==> config.mk <==
export PLATFORM = sky130hd
export DESIGN_NAME = pipe_scheduler
export DESIGN_NICKNAME = d
export VERILOG_FILES = /design/src/rtl/pipe_scheduler.sv
export SDC_FILE = /design/constraint.sdc
export NUM_CORES = 1
export LEC_CHECK = 0
export BUFFER_PORTS_ARGS = -buffer_cell sky130_fd_sc_hd__buf_2
export CAP_MARGIN = 20
export CORE_AREA = 3 3 146 148
export DETAILED_ROUTE_END_ITERATION = 12
export DIE_AREA = 0 0 149 151
export SYNTH_ARGS = -nofsm -noshare
export SYNTH_HDL_FRONTEND = slang
export SYNTH_SLANG_ARGS = --single-unit
export TNS_END_PERCENT = 5
==> constraint.sdc <==
create_clock -name clk -period 4.2 [get_ports clk]
set_input_delay 0 -clock clk [delete_from_list [all_inputs] [get_ports clk]]
set_output_delay 0 -clock clk [all_outputs]
set_load 0.005 [all_outputs]
==> src/rtl/pipe_scheduler.sv <==
// Pipe obstacle sequencer: scrolls N_PIPE gap records, respawns them with LFSR gaps, scores and detects collisions.
// Latency: all outputs registered; one scroll step every SCROLL_DIV run cycles, hit visible one edge after overlap.
// Backpressure: none; motion is gated by run and frozen by a sticky hit until rst.
module pipe_scheduler #(
  parameter int N_PIPE     = 3,
  parameter int SPACING    = 50,
  parameter int GAP        = 10,
  parameter int SCROLL_DIV = 3,
  parameter int HIT_LO     = 0,
  parameter int HIT_HI     = 8
) (
  input  logic                  clk,
  input  logic                  rst,
  input  logic                  run,
  input  logic [7:0]            n_row,
  input  logic [7:0]            bird_alt,
  output logic [24*N_PIPE-1:0]  pipes,
  output logic [7:0]            score,
  output logic                  hit,
  output logic                  spawn
);

  localparam int          CW          = (SCROLL_DIV > 1) ? $clog2(SCROLL_DIV) : 1;
  localparam logic [CW-1:0] CNT_LAST  = CW'(SCROLL_DIV - 1);
  localparam logic [7:0]  RESPAWN_POS = 8'(N_PIPE * SPACING - 1);
  localparam logic [7:0]  GAP8        = 8'(GAP);
  localparam logic [7:0]  HIT_LO8     = 8'(HIT_LO);
  localparam logic [7:0]  HIT_SPAN8   = 8'(HIT_HI - HIT_LO);
  localparam logic [7:0]  INIT_LO     = 8'd20;

  logic [7:0]    pos_q [N_PIPE];
  logic [7:0]    lo_q  [N_PIPE];
  logic [7:0]    hi_q  [N_PIPE];
  logic [CW-1:0] cnt_q;
  logic [7:0]    lfsr_q;

  logic       collide;
  logic       any_zero;
  logic       advance;
  logic       tick;
  logic       respawn;
  logic [7:0] lo_raw;
  logic [7:0] row_lim;
  logic [7:0] resp_lo;

  // Collision check on registered pipes, plus scroll/respawn qualifiers and the clamped respawn gap.
  always_comb begin
    collide  = 1'b0;
    any_zero = 1'b0;
    for (int i = 0; i < N_PIPE; i++) begin
      // Window test as one unsigned subtract so a zero HIT_LO needs no special case.
      if (((pos_q[i] - HIT_LO8) <= HIT_SPAN8) &&
          ((bird_alt <= lo_q[i]) || (bird_alt >= hi_q[i]))) begin
        collide = 1'b1;
      end
      if (pos_q[i] == 8'd0) begin
        any_zero = 1'b1;
      end
    end
    collide = collide & run;
    // A collision in this cycle freezes everything, including the divider.
    advance = run & ~hit & ~collide;
    tick    = advance & (cnt_q == CNT_LAST);
    respawn = tick & any_zero;

    lo_raw  = {3'b000, lfsr_q[4:0]} + 8'd2;
    row_lim = n_row - 8'd2;
    resp_lo = lo_raw;
    if ((lo_raw + GAP8) > row_lim) begin
      resp_lo = row_lim - GAP8;
    end
  end

  // State update: reset values, divider, scroll/respawn, LFSR, score and sticky hit.
  always_ff @(posedge clk) begin
    if (rst) begin
      for (int i = 0; i < N_PIPE; i++) begin
        pos_q[i] <= 8'(SPACING * (i + 1));
        lo_q[i]  <= INIT_LO;
        hi_q[i]  <= INIT_LO + GAP8;
      end
      cnt_q  <= '0;
      lfsr_q <= 8'hA5;
      score  <= 8'd0;
      hit    <= 1'b0;
      spawn  <= 1'b0;
    end else begin
      spawn <= 1'b0;
      if (collide) begin
        hit <= 1'b1;
      end
      if (advance) begin
        cnt_q <= tick ? '0 : cnt_q + 1'b1;
      end
      if (tick) begin
        for (int i = 0; i < N_PIPE; i++) begin
          if (pos_q[i] == 8'd0) begin
            pos_q[i] <= RESPAWN_POS;
            lo_q[i]  <= resp_lo;
            hi_q[i]  <= resp_lo + GAP8;
          end else begin
            pos_q[i] <= pos_q[i] - 8'd1;
          end
        end
      end
      // Spacing guarantees a single respawning slot, so the LFSR steps once per tick at most.
      if (respawn) begin
        lfsr_q <= {lfsr_q[6:0], lfsr_q[7] ^ lfsr_q[5] ^ lfsr_q[4] ^ lfsr_q[3]};
        spawn  <= 1'b1;
        if (score != 8'hFF) begin
          score <= score + 8'd1;
        end
      end
    end
  end

  // Pack slot records for the view: {position, max_bnd, min_bnd}.
  always_comb begin
    pipes = '0;
    for (int i = 0; i < N_PIPE; i++) begin
      pipes[24*i +: 24] = {pos_q[i], hi_q[i], lo_q[i]};
    end
  end

endmodule

==> impl_results.md <==
- Antenna violations before repair: 0
- Vias per cell: 4.631
- Leak Pwr: 2.846 nW
- Register area share after synthesis: 0.4410
- Gpl congestion: 0.8114
- Syn-to-layout area delta: 20.11%
- Initial Util: 0.2780
- Wire length per cell: 15.41 µm
- Peak supply drop: 0.0002031 V
- CTS Sinks: 89
- Hold Path Stages: 2
- Mapped Area: 5607 µm²
- CTS max path bufs: 2
- CP required: 4340 ps
- Worst Reg-to-Reg Cells: 18
- Setup tns final: 0 ps
- Nets@finish: 733
- Total track usage: 0.1295
- Skew final: 13.82 ps
- Fillers: 2093
- Setup violators final: 0
- Largest net degree at the start of global routing: 28
- Register area: 2477 µm²
- Setup CP Type: flip-flop to flip-flop
- Overflow after GRT: 0
- Post-synth net total: 628
- Hold Vio Cnt, Final: 0
- Critical Path End: hi_q[0][15]
- Vias in the first global route: 4265
- Detailed placement HPWL: 11090 µm
- Ys async rst share: 0
- Seq cells post-synth: 89
- Post-Synthesis Cells: 544
- First-pass GRT wire length: 22750 µm
- Status: finished clean
- Critical Path Sink Type: flip-flop
- N_diodes: 0
- CTS tree: done
- Initial DRT Pass Iterations: 4
- DRT iter0 DRCs: 294
- Post-CTS setup buffer count: 0
- Commonest non-fill, non-tap cell in the layout: buf_2
- Prevailing post-synth register cell: edfxtp_1
- Post-synth EDFFs: 69
- Crit. Startpoint: lfsr_q[1]
- Dpl cells: 907
- Clock Latency Late Sink: 350 ps
- Hold crit path type: input port to flip-flop
- Die Y: 151 µm
- DRC: 0
- Post-Route WL: 14240 µm
- Achievable Freq: 271.7 MHz
- FP Rows: 52
- Startpoint Class: flip-flop
- Pwr Total: 1.981 mW
- CP max FO: 12
- Core area: 20170 µm²
- Non-filler cells in the finished layout: 924
- IO Port Bufs: 100
- Post-synthesis cell type count: 57
- RR Startpoint: lfsr_q[1]
- Worst Path Arrival: 3820 ps
- Max_cap viols: 0
- Multi-input gate area: 2816 µm²
- Routed vias: 4279
- Period utilization: 0.8762
- Clock root buffer: clkbuf_16
- Layout cell share with drive strength beyond 1: 0.2171
- Most frequent cells in the layout: buf_2 (100), edfxtp_1 (69), inv_1 (64), ha_1 (64), nor2_1 (47)
- PD cells: 294.2 nW/µm²
- Die W: 149 µm
- Final slew viol count: 0
- Final core utilization: 0.3339
- Worst-path clk slew: 70 ps
- Syn avg cell area: 10.31 µm²
- Die footprint: 22500 µm²
- Tightest Pin Transition: 902.5 ps
- Fin crit period: 3680 ps
- Slew HR: 0.3958
- DRT antenna net count: 0
- Flop-to-flop setup slack: 520 ps
- RSZ-0062 raised after global routing: no
- Synth warn: 0
- Worst reg2reg endpoint: hi_q[0][15]
- Top Ports: 101
- Num CTS Buffers: 9
- CTS H-Tree Depth: 3
flip-flops by register name, indices dropped and copies added (netlist names):
| signal | cells |
|---|---|
| hi_q | 24 |
| spawn | 1 |
| pos_q | 24 |
| hit | 1 |
| cnt_q | 2 |
| lo_q | 21 |
| score | 8 |
| lfsr_q | 8 |
cell families (layout without fill, tap and decap cells):
group | after synthesis | after routing | synth area share
adders and majority gates | 65 | 65 | 0.1451
DFF | 89 | 89 | 0.4410
and+or+nand+nor | 166 | 166 | 0.1611
xor gates and xnor gates | 34 | 34 | 0.05311
AOI/OAI and AO/OA | 92 | 92 | 0.1100
muxes | 17 | 17 | 0.03147
buffers and inverters | 81 | 191 | 0.05825
worst min-delay path by stage:
stage | start | end
after floorplan | run | hit
after global placement | run | hit
after detailed placement | run | hit
after CTS | rst | lfsr_q[3]
after global routing | rst | lfsr_q[1]
final | rst | score[1]
routing by layer:
metal,GRT usage,vias to the layer above,wire length (µm)
li1,-,2152,-
met1,0.1669,2033,6604
met2,0.2172,78,6785
met3,0.02513,16,543
met4,0.04622,0,304
met5,0,-,0
cell usage after synthesis, types with 4 or more instances:
cell type / instances / area (µm²)
edfxtp_1: 69 / 2072
ha_1: 65 / 813.3
inv_1: 64 / 240.2
nor2_1: 47 / 176.4
a21oi_1: 32 / 160.2
nand2_1: 29 / 108.9
xnor2_1: 22 / 192.7
dfxtp_1: 20 / 400.4
o21ai_0: 15 / 75.07
a21o_1: 14 / 105.1
nand3_1: 13 / 65.06
mux2i_1: 12 / 120.1
xor2_1: 12 / 105.1
nand4_1: 11 / 68.82
nor2b_1: 10 / 62.56
nand2b_1: 9 / 56.30
nor3_1: 9 / 45.04
a211o_1: 7 / 61.31
and3_1: 7 / 43.79
clkbuf_1: 7 / 26.28
nor4_1: 7 / 43.79
or3_1: 4 / 25.02
worst max-delay path, cell delays in order, from the launching register on:
cell and delay, ps:
dfxtp_4 420, inv_1 60, ha_1 350, a21oi_1 140, nor2_1 50, o21ai_0 80
xor2_1 190, ha_1 270, a211oi_1 240, nor2_1 70, nor3_1 140, nor3b_1 70
buf_4 180, nand2_1 60, o21ai_0 100, ha_1 250, o2111ai_1 210, mux2_1 360
nor4_2 220
where the power goes:
group,switching (mW),leakage (nW),internal (mW)
clock network,0.381,0.141,0.413
logic,0.119,1.93,0.0865
registers,0.0169,0.776,0.964
what timing repair did:
item,4_1_cts,5_1_grt
endpoints found under the setup margin,0,9
resized for setup,0,5
hold buffers,1,0
endpoints found under the hold margin,1,0
area by class of cell:
class | count | area share
sequential | 89 | 0.3679
clock buffer | 9 | 0.03344
tap | 270 | 0.05017
inverter | 66 | 0.03679
timing repair buffer | 109 | 0.08473
clock inverter | 7 | 0.008733
multi-input combinational | 374 | 0.4182
per-stage QoR:
step           hold slack [ps]  cell area [µm²]  worst slack, ps
3_3_place_gp             268.6             6426            295.7
6_report                 66.44             6734            520.0
3_5_place_dp             288.7             6426            182.3
4_1_cts                  67.65             6720            161.5
5_1_grt                  106.8             6734            54.69
2_1_floorplan            162.3             5607            301.1
Note: power is estimated with default switching activity, not from simulation.
